$ cat config.mk
export PLATFORM = sky130hd
export DESIGN_NAME = sqrt_loop
export DESIGN_NICKNAME = d
export VERILOG_FILES = /design/src/rtl/sqrt_loop.sv
export SDC_FILE = /design/constraint.sdc
export NUM_CORES = 1
export LEC_CHECK = 0
export ABC_CLOCK_PERIOD_IN_PS = 11950
export CORE_MARGIN = 1.5
export CORE_UTILIZATION = 45
export CTS_BUF_LIST = sky130_fd_sc_hd__clkbuf_16
export CTS_CLUSTER_DIAMETER = 100
export DETAILED_ROUTE_END_ITERATION = 10
export SYNTH_ARGS = -nofsm -noshare
export SYNTH_HDL_FRONTEND = slang
export SYNTH_SLANG_ARGS = --single-unit
export TNS_END_PERCENT = 100
$ cat constraint.sdc
create_clock -name clk_100k -period 11.95 [get_ports clk_100k]
set_input_delay 1.195 -clock clk_100k [delete_from_list [all_inputs] [get_ports clk_100k]]
set_output_delay 1.195 -clock clk_100k [all_outputs]
set_load 0.05 [all_outputs]
$ cat src/rtl/sqrt_loop.sv
// Iterative integer square root: a proportional loop with gain 2^-G that
// drives y toward sqrt(din), taking one SQUARE and one UPDATE cycle per iteration.
module sqrt_loop #(
  parameter int W        = 16,
  parameter int G        = 8,
  parameter int MAX_ITER = 32,
  localparam int OW      = W / 2,
  localparam int CW      = $clog2(MAX_ITER + 1)
) (
  input  logic          clk_100k,
  input  logic          reset_n,
  input  logic          start,
  input  logic [W-1:0]  din,
  output logic [OW-1:0] dout,
  output logic          done,
  output logic          busy,
  output logic          timeout,
  output logic [CW-1:0] iter_cnt
);

  typedef enum logic [1:0] {
    S_IDLE,
    S_SQUARE,
    S_UPDATE
  } state_t;

  localparam logic signed [W+1:0] Y_MAX = {{(W+2-OW){1'b0}}, {OW{1'b1}}};
  localparam logic [CW-1:0]       COUNT_LIMIT = CW'(MAX_ITER);

  state_t r_state;
  state_t w_stateNext;

  logic [W-1:0]  r_dinR;
  logic [W-1:0]  r_sq;
  logic [OW-1:0] r_y;
  logic [CW-1:0] r_count;
  logic [OW-1:0] r_dout;
  logic          r_done;
  logic          r_busy;
  logic          r_timeout;
  logic [CW-1:0] r_iterCnt;

  logic [W-1:0]         w_sq;
  logic signed [W:0]    w_err;
  logic signed [W:0]    w_step;
  logic signed [W+1:0]  w_sum;
  logic [OW-1:0]        w_yNext;
  logic                 w_converged;
  logic                 w_terminate;
  logic                 w_accept;

  // OW-bit operand squared fits exactly in W bits.
  assign w_sq   = W'(r_y) * W'(r_y);
  assign w_err  = $signed({1'b0, r_dinR}) - $signed({1'b0, r_sq});
  assign w_step = w_err >>> G;
  assign w_sum  = $signed({{(W+2-OW){1'b0}}, r_y}) + $signed({w_step[W], w_step});

  always_comb begin
    w_yNext = r_y;
    if (w_sum < 0) begin
      w_yNext = '0;
    end else if (w_sum > Y_MAX) begin
      w_yNext = '1;
    end else begin
      w_yNext = w_sum[OW-1:0];
    end
  end

  assign w_converged = !w_err[W] && ((w_step == '0) || (r_y == '1));
  assign w_terminate = w_converged || (r_count == COUNT_LIMIT);
  assign w_accept    = (r_state == S_IDLE) && start;

  always_ff @(posedge clk_100k or negedge reset_n) begin
    if (!reset_n) begin
      r_state <= S_IDLE;
    end else begin
      r_state <= w_stateNext;
    end
  end

  always_comb begin
    w_stateNext = r_state;
    case (r_state)
      S_IDLE: begin
        if (start) begin
          w_stateNext = S_SQUARE;
        end
      end
      S_SQUARE: begin
        w_stateNext = S_UPDATE;
      end
      S_UPDATE: begin
        w_stateNext = w_terminate ? S_IDLE : S_SQUARE;
      end
      default: begin
        w_stateNext = S_IDLE;
      end
    endcase
  end

  // Datapath and result registers; done is a single-cycle strobe.
  always_ff @(posedge clk_100k or negedge reset_n) begin
    if (!reset_n) begin
      r_dinR    <= '0;
      r_sq      <= '0;
      r_y       <= '0;
      r_count   <= '0;
      r_dout    <= '0;
      r_done    <= 1'b0;
      r_busy    <= 1'b0;
      r_timeout <= 1'b0;
      r_iterCnt <= '0;
    end else begin
      r_done <= 1'b0;
      if (w_accept) begin
        r_dinR  <= din;
        r_y     <= '0;
        r_count <= '0;
        r_busy  <= 1'b1;
      end
      if (r_state == S_SQUARE) begin
        r_sq    <= w_sq;
        r_count <= r_count + CW'(1);
      end
      if (r_state == S_UPDATE) begin
        r_y <= w_yNext;
        if (w_terminate) begin
          r_dout    <= w_yNext;
          r_iterCnt <= r_count;
          r_timeout <= !w_converged;
          r_done    <= 1'b1;
          r_busy    <= 1'b0;
        end
      end
    end
  end

  assign dout     = r_dout;
  assign done     = r_done;
  assign busy     = r_busy;
  assign timeout  = r_timeout;
  assign iter_cnt = r_iterCnt;

endmodule

==> Yosys cells after proc, flatten, opt, wreduce, memory -nomap -nowiden <==
Cells that the tools add are included.
{ "word_totals": {"reg_bits": 65, "mem_bits_ro": 0, "latch_bits": 0, "mem_count": 0, "ramBits": 0} }
{ "op_classes": {"n_eq_ne": 5, "n_mul": 1, "magnitude_cmp": 2, "n_reduce_logical": 11, "n_shift": 0, "n_mux": 14, "bitwise_logic": 0, "div_mod_pow": 0, "n_addsub": 3} }
{ "op_table": {"columns": ["op", "count"], "rows": [
  ["8-bit 2-to-1 mux", 4],
  ["17-bit zero test", 1],
  ["16-bit by 16-bit subtractor with 17-bit output", 1],
  ["8-bit by 8-bit multiplier with 16-bit output", 1],
  ["6-bit 2-to-1 mux", 2],
  ["9-bit by 9-bit adder with 10-bit output", 1],
  ["10-bit by 9-bit greater-than comparator with 1-bit output (second input constant)", 1],
  ["10-bit by 1-bit less-than comparator with 1-bit output (second input constant)", 1],
  ["8-bit equality test (second input constant)", 1],
  ["6-bit by 1-bit adder with 6-bit output (second input constant)", 1],
  ["6-bit equality test (second input constant)", 1],
  ["1-bit 2-to-1 mux", 6],
  ["2-bit case mux with 3 select lines", 1],
  ["2-bit nonzero test", 2],
  ["2-bit by 1-bit equality test with 1-bit output (second input constant)", 1],
  ["2-bit equality test (second input constant)", 1],
  ["1-bit logical AND", 2],
  ["1-bit zero test", 2],
  ["2-bit zero test", 1],
  ["1-bit logical OR", 2],
  ["2-bit 2-to-1 mux", 1],
  ["2-bit inequality test (second input constant)", 1],
  ["2-bit AND reduction", 1]
]} }

==> Logic depth before layout (Yosys ltp) <==
Gate-level depths: netlist of run 1.
{ "depth": {"depth_word": 7, "mapped_depth": 20, "mapped_depth_nobuf": 19} }

==> Worst setup path after synthesis of run 1 <==
Ideal clock, no wire load.
{ "synth_timing": {"path_kind": "register to register", "startpoint": "register r_y[2]", "endpoint": "register r_sq[14]", "setup_slack_ns": 7.811, "arrival_time_ns": 4.005, "path_stages_with_launch": 15, "required_ns": 11.816, "synth_period_minus_slack_ns": 4.139, "setup_time_ns": 0.134, "path_buffers": 1, "cell_sequence": "dfrtp_1 > clkbuf_1 > nand2_1 > inv_1 > fa_1 > fa_1 > fa_1 > fa_1 > ha_1 > inv_1 > o31ai_1 > a41oi_1 > a21oi_1 > xnor2_1 > o21ai_0"} }
{ "synth_between": {"elab_chain_len": 1} }
{ "synth_lines": {"columns": ["item", "line_no", "source"], "rows": [
  ["from (decl)", "35", "logic [OW-1:0] r_y;"],
  ["from (signal assigned)", "126", "r_y <= w_yNext;"],
  ["8-bit by 8-bit multiplier with 16-bit output", "53", "assign w_sq = W'(r_y) * W'(r_y);"],
  ["to (signal assigned)", "122", "r_sq <= w_sq;"],
  ["to (decl)", "34", "logic [W-1:0] r_sq;"]
]} }
Every way passes these cells.
A chain may end at the register's enable or synchronous reset.

==> Worst setup path after layout of run 1 <==
{ "layout_timing": {"startpoint": "register r_sq[7]", "endpoint": "register r_dout[7], in the netlist dout[7]"} }
{ "layout_between": {"elab_chain_len": 6} }
{ "layout_lines": {"columns": ["item", "line_no", "source"], "rows": [
  ["16-bit by 16-bit subtractor with 17-bit output (*)", "54", "assign w_err = $signed({1'b0, r_dinR}) - $signed({1'b0, r_sq});"],
  ["parallel branches: the longest is 5 deep, another holds 9-bit by 9-bit adder with 10-bit output", null, null],
  ["to (signal assigned)", "128", "r_dout <= w_yNext;"],
  ["to (decl)", "37", "logic [OW-1:0] r_dout;"]
]} }
Mark *: on every way between the ends.

==> results.md, run 1 <==
* Synth Area in XOR/XNOR at 5.43%
* CP endpoint kind: flip-flop
* Final clock skew at approximately 0.0085 ns
* Reg-to-reg startpoint: r_sq[7]$_DFFE_PN0P_
* Mux cell area share after synthesis at 3.66%
* Yosys top cell by area: dfrtp_1
* Arrival @ worst endpoint at 4.98 ns
* Post-Synth Adder-Cell Area at 22.4%
* CP required at 12.17 ns
* Startpoint types: flip-flop
* H-tree Lvls at 3
* Synth Register Bits at 64
* Syn Std Cell Area at about 0.0052 mm²
* Post-synthesis cell type count at 61
* Hold path startpoint: r_dinR[2]$_DFFE_PN0P_
* R2r setup slk at slightly above 7 ns
* Via density at roughly 5.2
* Hold EP: r_dinR[2]$_DFFE_PN0P_
* DRC errors left at 0
* Post_cts resized at 0
* First-pass GRT wire length at approximately 19 mm
* Setup violators final at 0
* Synthesized area per cell at just over 9 µm²
* Worst Tran Pin Value at 0.976 ns
* Vias post-DR at 3865
* CTS Buffer Depth at 2
* Synth area leaders: dfrtp_1 (31%), ha_1 (12%), fa_1 (10%)
* RSZ-0062 raised after global routing: false
* CTS root buf: clkbuf_16
* Sink Count at 64
* Hold depth at 2
* P&R area growth vs syn at 13.5%
* Core Area at 0.0110 mm²
* Share of cells above drive strength 1 at 6.87%
* Starting DRT DRC Count at 247
* Pin count of the biggest net entering global routing at 65
* CP max FO at 11
* Clock slew at reported path FFs at 0.05 ns
* GRT Util Overall at between 20 and 25%
* LEAKAGE at 0.00307 µW
* Routed Antenna Nets at 0
* Die area at approximately 0.012 mm²
* Hold buffers post-CTS at 0
* Maxcap violations at 0
* Tot Pwr at 1450 µW
* WL final at roughly 11 mm
* Post-CTS Setup Bufs at 0
* Hpwl dp at 8.36 mm
* Setup TNS at 0 ns
* Synth Area in Simple Gates at 15.9%
* Fin crit share at 39.9%
* Syn Inst Count at 564
* ANT cells at 0
* Worst R2R End: dout[7]$_DFFE_PN0P_
* R2R depth at 16
* Height of the die at 110 µm
* Pre-antenna DRT Iters at 5
* Post-synth EDFFs at 0
* Critical path class: reg2reg
* Max-slew headroom at 34.3%
* Initial core utilization at between 40% and 50%
* Primary FF master, synth: dfrtp_1
* I/O Pins at 36
* Nets at 688
* DIE WIDTH at 110 µm
* Initial antenna violation count at 0
* Hold crit path type: reg2reg
* Fin. max-slew vios at 0
* VDD IR max at 0.000125 V
* Status: completed
* Hold Vio Cnt, Final at 0
* Routed len/inst at ~15 µm
* Num CTS Buffers at 9
* Top cell type's share of synthesized area at 31.0%
* Vias in the first global route at 3835
* Syn. warnings at 0
* GR Overflow Total at 0
* Sequential area share after synthesis at between 30 and 40%
* Total power density per cell area at around 250 mW/mm²
* Minimum clock period at around 4.8 ns
* Crit path from: r_sq[7]$_DFFE_PN0P_
* TritonCTS clock tree: built
* Num rows at 38
* Worst-Skew Late Latency at 0.34 ns
* FMAX at around 0.21 GHz
* GPL Wtd Cong at 0.863
* PortBufs at 35
* Synth Area in Compound Gates at 15.3%
* FFs w/ async S/R, synth at 100%
* Largest family of logic cells by synthesized area: adder cells
==> cell usage after synthesis (all sizes together) (4+ instances only) <==
library cell and number:
xor2 13, ha 51, mux2 13, a41oi 4, a22o 5, a21o 11, o31ai 4, xnor2 19
inv 59, nand2b 7, o21ai 37, nor2 19, nand2 108, dfrtp 64, o21a 4, nand3 7
a21oi 25, o211ai 6, o21bai 5, clkbuf 15, fa 26, and2 15, buf 5
==> cells by family after synthesis <==
kind of cell / after synthesis
simple gates: 179
fa+ha+maj: 77
flops: 64
xor+xnor: 32
mux: 15
compound gates: 116
buf+inv: 80
other cells: 1
==> area by class of cell <==
class,instances,area (µm²)
well taps,140,175
clock inverters,7,38.8
multi-input cells,421,3240
clock buffers,9,225
flip-flops and latches,64,1600
repair buffers,36,353
inverters,60,225
fillers,1056,5170
==> layer usage <==
layer / up-vias / wire length [µm] / global-route usage [%]
met1: 1847 / 5300 / 27.1
met4: 0 / 212 / 7.42
met3: 18 / 314 / 3.23
met2: 54 / 5160 / 33.3
li1: 1946 / - / -
met5: - / 0 / 0
==> power breakdown <==
group	switching [µW]	internal, µW
Combinational	516	389
Sequential	60.7	255
Clock	95.6	137
==> placed cells by master (no fill, tap or decap), drive strengths merged, types with 3 or more instances in the layout <==
cell type / synthesis / layout
nand2: 108 / 108
dfrtp: 64 / 64
inv: 59 / 59
ha: 51 / 51
o21ai: 37 / 37
clkdlybuf4s50: 0 / 34
fa: 26 / 26
a21oi: 25 / 25
nor2: 19 / 19
xnor2: 19 / 19
and2: 15 / 15
xor2: 13 / 13
mux2: 13 / 13
a21o: 11 / 11
clkbuf: 15 / 9
nand2b: 7 / 7
nand3: 7 / 7
o211ai: 6 / 6
o21bai: 5 / 5
a22o: 5 / 5
clkinv: 1 / 5
o31ai: 4 / 4
o21a: 4 / 4
a41oi: 4 / 4
nor3: 3 / 3
and3: 3 / 3
clkinvlp: 0 / 3
or2: 3 / 3
nor4: 3 / 3
==> critical path: stages, from the launching register on <==
cell,delay [ns]
dfrtp_1,0.34
inv_1,0.05
ha_1,0.27
and2_1,0.20
o211ai_1,0.16
o21ai_0,0.45
a21oi_1,0.16
xnor2_1,0.20
fa_1,0.44
a21o_1,0.19
a21o_1,0.21
a2111oi_0,0.73
nor3b_1,0.13
o22ai_1,0.23
o31a_1,0.43
nand2_1,0.16
mux2_2,0.29
==> per-stage QoR <==
step | setup WS, ns | std cells | instance area [µm²] | hold WS, ns | utilization (%)
2_1_floorplan | 7.81 | 565 | 5170 | 0.438 | -
3_3_place_gp | 7.33 | 721 | 5600 | 0.466 | 50.7
3_5_place_dp | 7.26 | 721 | 5600 | 0.467 | 50.7
4_1_cts | 7.21 | 737 | 5860 | 0.485 | 53.1
5_1_grt | 6.78 | 737 | 5860 | 0.495 | 53.1
6_report | 7.19 | 737 | 5860 | 0.482 | 53.1
==> flip-flops by register name (all words and copies together), names as in the netlist <==
register	count
busy	1
r_count	6
r_dinR	16
iter_cnt	6
r_y	8
r_state	2
dout	8
r_sq	15
done	1
timeout	1
==> worst max path at each step <==
| stage | to | slack [ns] | cells past startpoint |
|---|---|---|---|
| floorplan | r_sq[14]$_DFFE_PN0P_ | 7.81 | 14 |
| global placement | dout[7]$_DFFE_PN0P_ | 7.33 | 15 |
| detailed placement | dout[7]$_DFFE_PN0P_ | 7.26 | 16 |
| CTS | dout[7]$_DFFE_PN0P_ | 7.21 | 16 |
| global route | dout[7]$_DFFE_PN0P_ | 6.78 | 16 |
| finish | dout[7]$_DFFE_PN0P_ | 7.19 | 16 |
Power figures use the tool's default switching activity.
==> run 2: changes to the inputs <==
--- a/config.mk
+++ b/config.mk
@@ -5,12 +5,13 @@
 export SDC_FILE = /design/constraint.sdc
 export NUM_CORES = 1
 export LEC_CHECK = 0
-export ABC_CLOCK_PERIOD_IN_PS = 11950
+export ABC_CLOCK_PERIOD_IN_PS = 3900
 export CORE_MARGIN = 1.5
 export CORE_UTILIZATION = 45
 export CTS_BUF_LIST = sky130_fd_sc_hd__clkbuf_16
 export CTS_CLUSTER_DIAMETER = 100
 export DETAILED_ROUTE_END_ITERATION = 10
+export PLACE_DENSITY = 0.66
 export SYNTH_ARGS = -nofsm -noshare
 export SYNTH_HDL_FRONTEND = slang
 export SYNTH_SLANG_ARGS = --single-unit
==> constraint.sdc (replaced) <==
create_clock -name clk_100k -period 3.9 [get_ports clk_100k]
set_input_delay 0.39 -clock clk_100k [delete_from_list [all_inputs] [get_ports clk_100k]]
set_output_delay 0.39 -clock clk_100k [all_outputs]
set_load 0.05 [all_outputs]
==> results.md, run 2 (synthesized netlist as in run 1, its figures left out) <==
* Status: finished with violations (was completed)
* Failing checks: negative setup slack
* DRC errors left at 0 (unchanged)
* Initial antenna violation count at 0 (unchanged)
* Critical Path Max Stage Delay at 0.56 ns (was 0.73 ns)
* R2r setup slk at -0.04 ns (was 7.19 ns)
* TritonCTS clock tree: built (unchanged)
* Routed Antenna Nets at 0 (unchanged)
* Hold WS at 0.208 ns (was 0.482 ns)
* Maxcap violations at 0 (unchanged)
* Worst-path cell chain: buf_6 -> and2_4 -> fa_2 -> fa_1 -> fa_1 -> fa_1 -> ha_4 -> a21oi_2 -> o21ai_4 -> a41oi_2 -> nand2b_1 -> xnor2_1 -> o21ai_1 (was inv_1 -> ha_1 -> and2_1 -> o211ai_1 -> o21ai_0 -> a21oi_1 -> xnor2_1 -> fa_1 -> a21o_1 -> a21o_1 -> a2111oi_0 -> nor3b_1 -> o22ai_1 -> o31a_1 -> nand2_1 -> mux2_2)
* CP dominant cell by count: fa_1 (was a21o_1)
* CP required at 4.10 ns (was 12.17 ns)
* CP endpoint kind: flip-flop (unchanged)
* First-pass GRT wire length at 19.8 mm (was 18.7 mm)
* Core Area at 0.0110 mm² (unchanged)
* Die area at 0.0121 mm² (unchanged)
* WL final at 12.0 mm (was 11.0 mm)
* Slowest CP cell: fa_2 (was a2111oi_0)
* CTS Buffer Depth at 2 (unchanged)
* Hold crit path type: in2async (was reg2reg)
* Nets at 754 (was 688)
* DIE WIDTH at 110 µm (unchanged)
* Initial core utilization at 46.8% (unchanged)
* Fin crit share at 101% (was 39.9%)
* Height of the die at 110 µm (unchanged)
* Critical path class: reg2reg (unchanged)
* Share of cells above drive strength 1 at 24.9% (was 6.87%)
* Via density at 5.23 (was 5.24)
* Final clock skew at 0.00618 ns (was 0.00854 ns)
* P&R area growth vs syn at 30.2% (was 13.5%)
* # fillers at 924 (was 1056)
* Sink Count at 64 (unchanged)
* Worst Tran Pin Value at 0.986 ns (was 0.976 ns)
* Fin. max-slew vios at 0 (unchanged)
* Setup violators final at 2 (was 0)
* I/O Pins at 36 (unchanged)
* Final instance area at 0.00672 mm² (was 0.00586 mm²)
* GR Overflow Total at 0 (unchanged)
* Num rows at 38 (unchanged)
* Tot Pwr at 5930 µW (was 1450 µW)
* Hold buffers post-CTS at 0 (unchanged)
* Reg-to-reg startpoint: r_y[2]$_DFFE_PN0P_ (was r_sq[7]$_DFFE_PN0P_)
* Pin count of the biggest net entering global routing at 47 (was 65)
* Starting DRT DRC Count at 161 (was 247)
* Startpoint types: flip-flop (unchanged)
* Hpwl dp at 8.98 mm (was 8.36 mm)
* Arrival @ worst endpoint at 4.14 ns (was 4.98 ns)
* FMAX at 0.254 GHz (was 0.210 GHz)
* CTS root buf: clkbuf_16 (unchanged)
* GRT Util Overall at 21.5% (was 20.3%)
* Minimum clock period at 3.94 ns (was 4.76 ns)
* Num CTS Buffers at 9 (unchanged)
* Biggest registers after layout: r_dinR (16), r_sq (15) (unchanged)
* Worst R2R End: r_sq[13]$_DFFE_PN0P_ (was dout[7]$_DFFE_PN0P_)
* PortBufs at 35 (unchanged)
* Vias post-DR at 4197 (was 3865)
* CP max FO at 4 (was 11)
* Clock slew at reported path FFs at 0.06 ns (was 0.05 ns)
* Max-slew headroom at 34.2% (was 34.3%)
* Routed len/inst at 14.9 µm (about the same)
* H-tree Lvls at 3 (unchanged)
* Total power density per cell area at 882 mW/mm² (was 248 mW/mm²)
* LEAKAGE at 0.00344 µW (was 0.00307 µW)
* ANT cells at 0 (unchanged)
* Most common cell after layout, fill and taps aside: nand2_1 (unchanged)
* VDD IR max at 0.000579 V (was 0.000125 V)
* Pre-antenna DRT Iters at 4 (was 5)
* Vias in the first global route at 4304 (was 3835)
* GPL Wtd Cong at 0.897 (was 0.863)
* Most flop-heavy register: r_dinR (unchanged)
* Worst-Skew Late Latency at 0.35 ns (was 0.34 ns)
* Max reg flops at 16 (unchanged)
* Hold Vio Cnt, Final at 0 (unchanged)
* Worst setup margin at -0.0428 ns (was 7.19 ns)
* Placed inst area at 0.00606 mm² (was 0.00560 mm²)
* RSZ-0062 raised after global routing: true (was false)
* Commonest non-fill, non-tap cells in the layout: nand2_1 (105), buf_4 (65), dfrtp_1 (59) (was nand2_1 (108), dfrtp_1 (64), inv_1 (59))
* R2R depth at 13 (was 16)
## run 2: layout make-up
type                    instances  area, µm²  share of cell area, %
repair buffers                102        856                   12.7
clock inverters                 7       71.3                   1.06
clock buffers                   9        225                   3.35
well taps                     140        175                   2.61
multi-input cells             421       3560                   52.9
flip-flops and latches         64       1610                   23.9
inverters                      60        228                   3.39
## run 2: stage by stage
stage / cells / TNS [ns] / utilization, % / setup slack, ns
finish: 803 / -0.0613 / 60.9 / -0.0428
CTS: 799 / -0.0193 / 58.7 / -0.0103
global route: 803 / -0.621 / 60.9 / -0.145
detailed placement: 779 / -2.04 / 55.0 / -0.171
global placement: 779 / -0.539 / 55.0 / -0.0656
floorplan: 565 / -0.0810 / - / -0.0810
## run 2: worst max path at each step
stage / slack, ns / depth (start not counted) / to / startpoint
final: -0.04 / 13 / r_sq[13]$_DFFE_PN0P_ / r_y[2]$_DFFE_PN0P_
after global routing: -0.15 / 13 / r_sq[15]$_DFFE_PN0P_ / r_y[4]$_DFFE_PN0P_
after CTS: -0.01 / 13 / r_sq[15]$_DFFE_PN0P_ / r_y[2]$_DFFE_PN0P_
after detailed placement: -0.17 / 13 / r_sq[14]$_DFFE_PN0P_ / r_y[6]$_DFFE_PN0P_
after global placement: -0.07 / 18 / r_sq[15]$_DFFE_PN0P_ / r_y[3]$_DFFE_PN0P_
after floorplan: -0.08 / 14 / r_sq[14]$_DFFE_PN0P_ / r_y[2]$_DFFE_PN0P_
## run 2: timing repair
action                     CTS  global route
pin swaps                   10            22
buffers inserted             4             4
gates resized for setup     20            48
setup endpoints to repair   21            22
## run 2: power breakdown
group / leakage (µW) / total (µW) / switching [µW] / internal [µW]
Clock: 0.000139 / 807 / 313 / 494
Sequential: 0.000843 / 879 / 91.6 / 788
Combinational: 0.00246 / 4240 / 2170 / 2070
## run 2: per-layer routing
| metal | part of all wire (%) | GRT usage, % | vias up |
|---|---|---|---|
| met3 | 3.8 | 5.58 | 23 |
| li1 | - | - | 2066 |
| met2 | 50 | 37.3 | 76 |
| met1 | 45 | 26.0 | 2032 |
| met5 | 0 | 0 | - |
| met4 | 2.0 | 7.14 | 0 |
## run 2: critical path, delay by kind of cell (launching register included)
kind	cells	cell delay, ns
buf+inv	1	0.14
fa+ha+maj	5	2.28
flops	1	0.41
simple gates	2	0.22
compound gates	4	0.57
xor+xnor	1	0.16
==> run 3: changes to the inputs <==
--- a/config.mk
+++ b/config.mk
@@ -6,12 +6,13 @@
 export NUM_CORES = 1
 export LEC_CHECK = 0
 export ABC_CLOCK_PERIOD_IN_PS = 3900
-export CORE_MARGIN = 1.5
+export CORE_MARGIN = 3
 export CORE_UTILIZATION = 45
 export CTS_BUF_LIST = sky130_fd_sc_hd__clkbuf_16
 export CTS_CLUSTER_DIAMETER = 100
 export DETAILED_ROUTE_END_ITERATION = 10
 export PLACE_DENSITY = 0.66
+export RECOVER_POWER = 100
 export SYNTH_ARGS = -nofsm -noshare
 export SYNTH_HDL_FRONTEND = slang
 export SYNTH_SLANG_ARGS = --single-unit
==> results.md, run 3 (synthesized netlist as in run 1, its figures left out) <==
* PortBufs at 35 (unchanged)
* Failing checks: max-capacitance violations, max-slew violations, negative setup slack (was negative setup slack)
* VDD IR max at 0.000528 V (was 0.000579 V)
* Tot Pwr at 6100 µW (was 5930 µW)
* Vias post-DR at 4147 (was 4197)
* Placed inst area at 0.00611 mm² (was 0.00606 mm²)
* CP required at 4.08 ns (was 4.10 ns)
* Non-Filler Instances at 817 (was 803)
* Height of the die at 113 µm (was 110 µm)
* Starting DRT DRC Count at 186 (was 161)
* Nets at 769 (was 754)
* Sink Count at 64 (unchanged)
* CP max FO at 5 (was 4)
* DIE WIDTH at 113 µm (was 110 µm)
* Minimum clock period at 3.99 ns (was 3.94 ns)
* H-tree Lvls at 3 (unchanged)
* Total power density per cell area at 902 mW/mm² (was 882 mW/mm²)
* CP endpoint kind: flip-flop (unchanged)
* Die area at 0.0128 mm² (was 0.0121 mm²)
* Final clock skew at 0.00451 ns (was 0.00618 ns)
* Fin. max-slew vios at 47 (was 0)
* Maxcap violations at 1 (was 0)
* TritonCTS clock tree: built (unchanged)
* Num rows at 38 (unchanged)
* Critical path class: reg2reg (unchanged)
* Core Area at 0.0110 mm² (unchanged)
* CTS root buf: clkbuf_16 (unchanged)
* Most flop-heavy register: r_dinR (unchanged)
* Cells after DPL at 785 (was 779)
* P&R area growth vs syn at 31.1% (was 30.2%)
* Hpwl dp at 9.28 mm (was 8.98 mm)
* Hold crit path type: reg2reg (was in2async)
* WL final at 12.3 mm (was 12.0 mm)
* I/O Pins at 36 (unchanged)
* Clock slew at reported path FFs at 0.05 ns (was 0.06 ns)
* Logic pwr share at 73.2% (was 71.6%)
* Biggest registers after layout: r_dinR (16), r_sq (15) (unchanged)
* Internal at 3510 µW (was 3350 µW)
* Clock power share at 12.5% (was 13.6%)
* Switching portion of total power at 42.4% (was 43.4%)
* Startpoint types: flip-flop (unchanged)
* Max-slew headroom at -65.5% (was 34.2%)
* Initial core utilization at 46.8% (unchanged)
* Net Switching at 2590 µW (was 2580 µW)
* Num CTS Buffers at 9 (unchanged)
* GRT Util Overall at 19.9% (was 21.5%)
* Status: finished with violations (unchanged)
* CTS Buffer Depth at 2 (unchanged)
* Seq pwr share at 14.3% (was 14.8%)
* Initial antenna violation count at 0 (unchanged)
* Vias in the first global route at 4384 (was 4304)
* Hold Vio Cnt, Final at 0 (unchanged)
* Most common cell after layout, fill and taps aside: nand2_1 (unchanged)
* ANT cells at 0 (unchanged)
* Fin crit share at 102% (was 101%)
* Share of cells above drive strength 1 at 24.4% (was 24.9%)
* DRC errors left at 0 (unchanged)
* Final instance area at 0.00677 mm² (was 0.00672 mm²)
* Routed Antenna Nets at 0 (unchanged)
* Setup violators final at 19 (was 2)
* RSZ-0062 raised after global routing: true (unchanged)
* LEAKAGE at 0.00359 µW (was 0.00344 µW)
* First-pass GRT wire length at 20.3 mm (was 19.8 mm)
* Pin count of the biggest net entering global routing at 47 (unchanged)
* GR Overflow Total at 0 (unchanged)
* FMAX at 0.250 GHz (was 0.254 GHz)
* Arrival @ worst endpoint at 4.18 ns (was 4.14 ns)
* Via density at 5.08 (was 5.23)
* Finished Core Util at 61.3% (was 60.9%)
* Pre-antenna DRT Iters at 5 (was 4)
* Worst-Skew Late Latency at 0.34 ns (was 0.35 ns)
* Worst setup margin at -0.0938 ns (was -0.0428 ns)
* Commonest non-fill, non-tap cells in the layout: nand2_1 (105), buf_4 (78), dfrtp_1 (62) (was nand2_1 (105), buf_4 (65), dfrtp_1 (59))
* Worst Tran Pin Value at 2.48 ns (was 0.986 ns)
* Routed len/inst at 15.1 µm (was 14.9 µm)
* Max reg flops at 16 (unchanged)
* GPL Wtd Cong at 0.895 (was 0.897)
run 3: cell count changes in the layout (fill, tap and decap cells not counted), moves of 3 or more:
cell / before / now
dfrtp_2: 5 / 2
buf_4: 65 / 78
clkdlybuf4s50_1: 34 / 17
dfrtp_1: 59 / 62
dlygate4sd3_1: 0 / 17
run 3: layer usage:
metal | part of all wire, % | GRT usage, % | up-vias | routed length [µm]
li1 | - | - | 2095 | -
met3 | 3.2 | 4.87 | 18 | 400
met1 | 47 | 25.3 | 1974 | 5750
met5 | 0 | 0 | - | 0
met2 | 48 | 32.9 | 60 | 5950
met4 | 1.7 | 7.61 | 0 | 212
run 3: layout make-up:
class                      count  area, µm²
clock buffer                   9        225
clock inverter                 6       51.3
fill                         924       4260
inverter                      60        228
multi-input combinational    421       3520
sequential                    64       1600
tap                          140        175
timing repair buffer         117        967
run 3: critical path, cell delays in order (launching register included):
cell      delay [ns]
dfrtp_1         0.42
and2_4          0.19
fa_1            0.50
fa_1            0.57
fa_1            0.43
fa_1            0.51
ha_4            0.33
buf_6           0.11
nand2_4         0.04
o21ai_4         0.17
a41oi_2         0.14
buf_4           0.17
nand2b_1        0.07
xnor2_1         0.11
o21ai_0         0.09
run 3: final timing paths:
check                                     start                      to  slack, ns  cells after the start
max                          r_y[7]$_DFFE_PN0P_    r_sq[13]$_DFFE_PN0P_      -0.09                     14
min                        r_sq[11]$_DFFE_PN0P_    r_sq[11]$_DFFE_PN0P_       0.48                      2
max reg2reg                  r_y[7]$_DFFE_PN0P_    r_sq[13]$_DFFE_PN0P_      -0.09                     14
min reg2reg                r_sq[11]$_DFFE_PN0P_    r_sq[11]$_DFFE_PN0P_       0.48                      2
max in group asynchronous               reset_n    r_sq[15]$_DFFE_PN0P_       1.17                      2
min in group asynchronous               reset_n  r_count[3]$_DFFE_PN0P_       0.81                      1
run 3: power by group through the flow:
| stage | combinational (µW) | sequential (µW) | clock (µW) |
|---|---|---|---|
| after global placement | 3580 | 868 | 0 |
| after CTS | 3910 | 864 | 779 |
| after global routing | 4950 | 886 | 803 |
| after floorplan | 2400 | 857 | 0 |
| after detailed placement | 3660 | 875 | 0 |
| final | 4470 | 871 | 763 |
run 3: per-stage QoR:
stage	setup slack, ns	setup TNS, ns	hold WS (ns)
2_1_floorplan	-0.0810	-0.0810	0.0944
3_3_place_gp	-0.0974	-1.03	0.468
3_5_place_dp	-0.228	-3.01	0.470
4_1_cts	0.00255	0	0.266
5_1_grt	-0.243	-4.24	0.501
6_report	-0.0938	-0.889	0.483
run 3: what timing repair did:
| item | 4_1_cts | 5_1_grt |
|---|---|---|
| cloned | 0 | 0 |
| setup endpoints to repair | 20 | 23 |
| resized for setup | 17 | 43 |
| hold buffers | 0 | 0 |
| buffers inserted | 8 | 9 |
| pin swaps | 11 | 25 |
==> variant (config.mk and constraints of run 2) <==
Change the parameter `MAX_ITER` from 32 to 16.
--- a/src/rtl/sqrt_loop.sv
+++ b/src/rtl/sqrt_loop.sv
@@ -3,7 +3,7 @@
 module sqrt_loop #(
   parameter int W        = 16,
   parameter int G        = 8,
-  parameter int MAX_ITER = 32,
+  parameter int MAX_ITER = 16,
   localparam int OW      = W / 2,
   localparam int CW      = $clog2(MAX_ITER + 1)
 ) (
Interface: changed (resized iter_cnt); port bits go from 36 to 35. The function was not compared with the original's and may differ.
==> variant against run 2 <==
The run still ends with negative setup slack left; clock skew grew 0.0040 ns; area after synthesis is 3.1% lower; worst setup slack got worse by 0.016 ns; utilization decreased by 0.13 points; sequential cell count shrank 2; wire length decreased by 0.76%; sequential power increased by 21%; total power grew 4.8%; cell area down 1.9%; largest cell class unchanged; highest routed layer unchanged.
==> variant: results (changes against run 2) <==
- The run finished, with violations left.
- The checks that failed: negative setup slack.
- The count of buffers inserted at the top-level ports came to 34 (-2.9%).
- The end point of the critical path is r_sq[15].
- The worst-skew pair later-pin latency is 0.33 ns (-0.02 ns).
- The complex-gate fraction of the synthesized area is 16.7% (+1.4 points).
- The highest ir drop seen on vdd is 520 uV (-10%).
- The pre-CTS setup slack is -0.242 ns (-0.0706 ns).
- Among all stages on the critical path, the largest delay is contributed by fa_1.
- The setup violation total in the final timing report is 3 (+1).
- The final setup slack of the worst path came to -0.0588 ns (-0.0160 ns).
- The global placement routability congestion was 0.901 (+0.49%).
- The top fanout value on the critical path was 8 (+4).
- The warning count from the yosys run is 0 (unchanged).
- The final setup skew came to 0.0102 ns (+0.00401 ns).
- The maximum single-stage delay on the critical path is 0.53 ns (-0.03 ns).
- The worst hold margin is 0.0248 ns (-0.183 ns).
- Sorting the synthesized cells by area gives the leading types as dfrtp_1 31%, ha_1 13%, fa_1 10%.
- The wire length of the first global-routing pass was 19800 microns (+0.21%).
- The cell depth of the worst flop-to-flop path is 16 (+3).
- After synthesis, the most frequently instantiated cells are 96 x nand2_1, 62 x dfrtp_1, 53 x inv_1, 52 x ha_1, 30 x a21oi_1.
- The layout cell share with drive strength beyond 1 is 24.7% (-0.15 points).
- The antenna diode count is 0 (unchanged).
- The setup TNS after final layout came to -0.142 ns (-0.0807 ns).
- The tree is rooted in a clkbuf_16.
- The number of antenna violations at the first check in global routing is 0 (unchanged).
- The leakage power total came to 0.00335 uW (-2.6%).
- The post-detailed-placement half-perimeter wirelength was 8780 microns (-2.2%).
- The via count of the first global-routing pass is 4259 (-1.0%).
- The mux share of post-synthesis cell area is 1.10% (-2.6 points).
- The number of distinct library cells after synthesis came to 59 (-3.3%).
- The number of nets at the end of the flow was 747 (-0.93%).
- The final wirelength was 11900 microns (-0.76%).
- The ratio of routed vias to standard cells is 5.29 (+1.2%).
- The overall track demand over capacity in global routing is 21.7% (+0.15 points).
- The number of DRC markers in iteration 0 is 146 (-9.3%).
- The number of placed cells counting well taps is 770 (-1.2%).
- The category of the critical setup timing path is flop to flop.
- The number of buffers inserted during clock tree synthesis was 9 (unchanged).
- The number of non-filler instances in the completed layout is 795 (-1.0%).
- The area growth from synthesis to layout is 31.8%.
- The worst slew slack as a fraction of its limit is 42.4% (+8.2 points).
- The class of the tightest hold or removal check is primary input to asynchronous set/reset pin.
- The capturing point of the worst reg2reg path is r_sq[15].
- The adder-cell area share of the yosys netlist was 23.4% (+0.96 points).
- The post-CTS setup buffer count is 6 (+2).
- The fill cell total of the finished layout is 936 (+1.3%).
- The pin count of the biggest net entering global routing was 42 (-11%).
- The part of the Yosys area used for sequential elements is 31.0% (about the same).
- The cell area after placement is 5960 sq um (-1.7%).
- The share of synthesized flip-flops with an asynchronous set or reset is 100% (unchanged).
- The synthesized area divided by synthesized cell count was 9.16 sq um (+0.12%).
- The post-synthesis share of cell area spent on xor and xnor gates was 5.25% (-0.18 points).
- The number of gates given a new drive strength after cts came to 30 (+50%).
variant: cell types whose count changed in the layout (fill, tap and decap cells not counted), sizes merged, moves of 4 or more:
cell / delta
a21o: +7
a21oi: +5
a22o: +7
buf: +7
inv: -4
mux2: -9
nand2: -12
o21ai: -8
variant: layer usage:
layer  part of all wire [%]  track usage, %  vias to the layer above
li1                       -               -                     2060
met1                     44            27.4                     2052
met2                     51            37.5                       76
met3                    2.8            3.44                       19
met4                    1.9            7.33                        0
met5                      0               0                        -
variant: area by class of cell:
class / count / area share [%]
Timing Repair Buffer: 108 / 13.6
Sequential cell: 62 / 23.7
Multi-Input combinational cell: 416 / 52.4
Clock buffer: 9 / 3.42
Tap cell: 140 / 2.66
Inverter: 53 / 3.02
Clock inverter: 7 / 1.25
variant: power by group:
group / internal (uW) / switching [uW] / total, uW
Clock: 550 / 282 / 832
Sequential: 873 / 189 / 1060
Combinational: 2010 / 2310 / 4320
Total: 3440 / 2780 / 6210
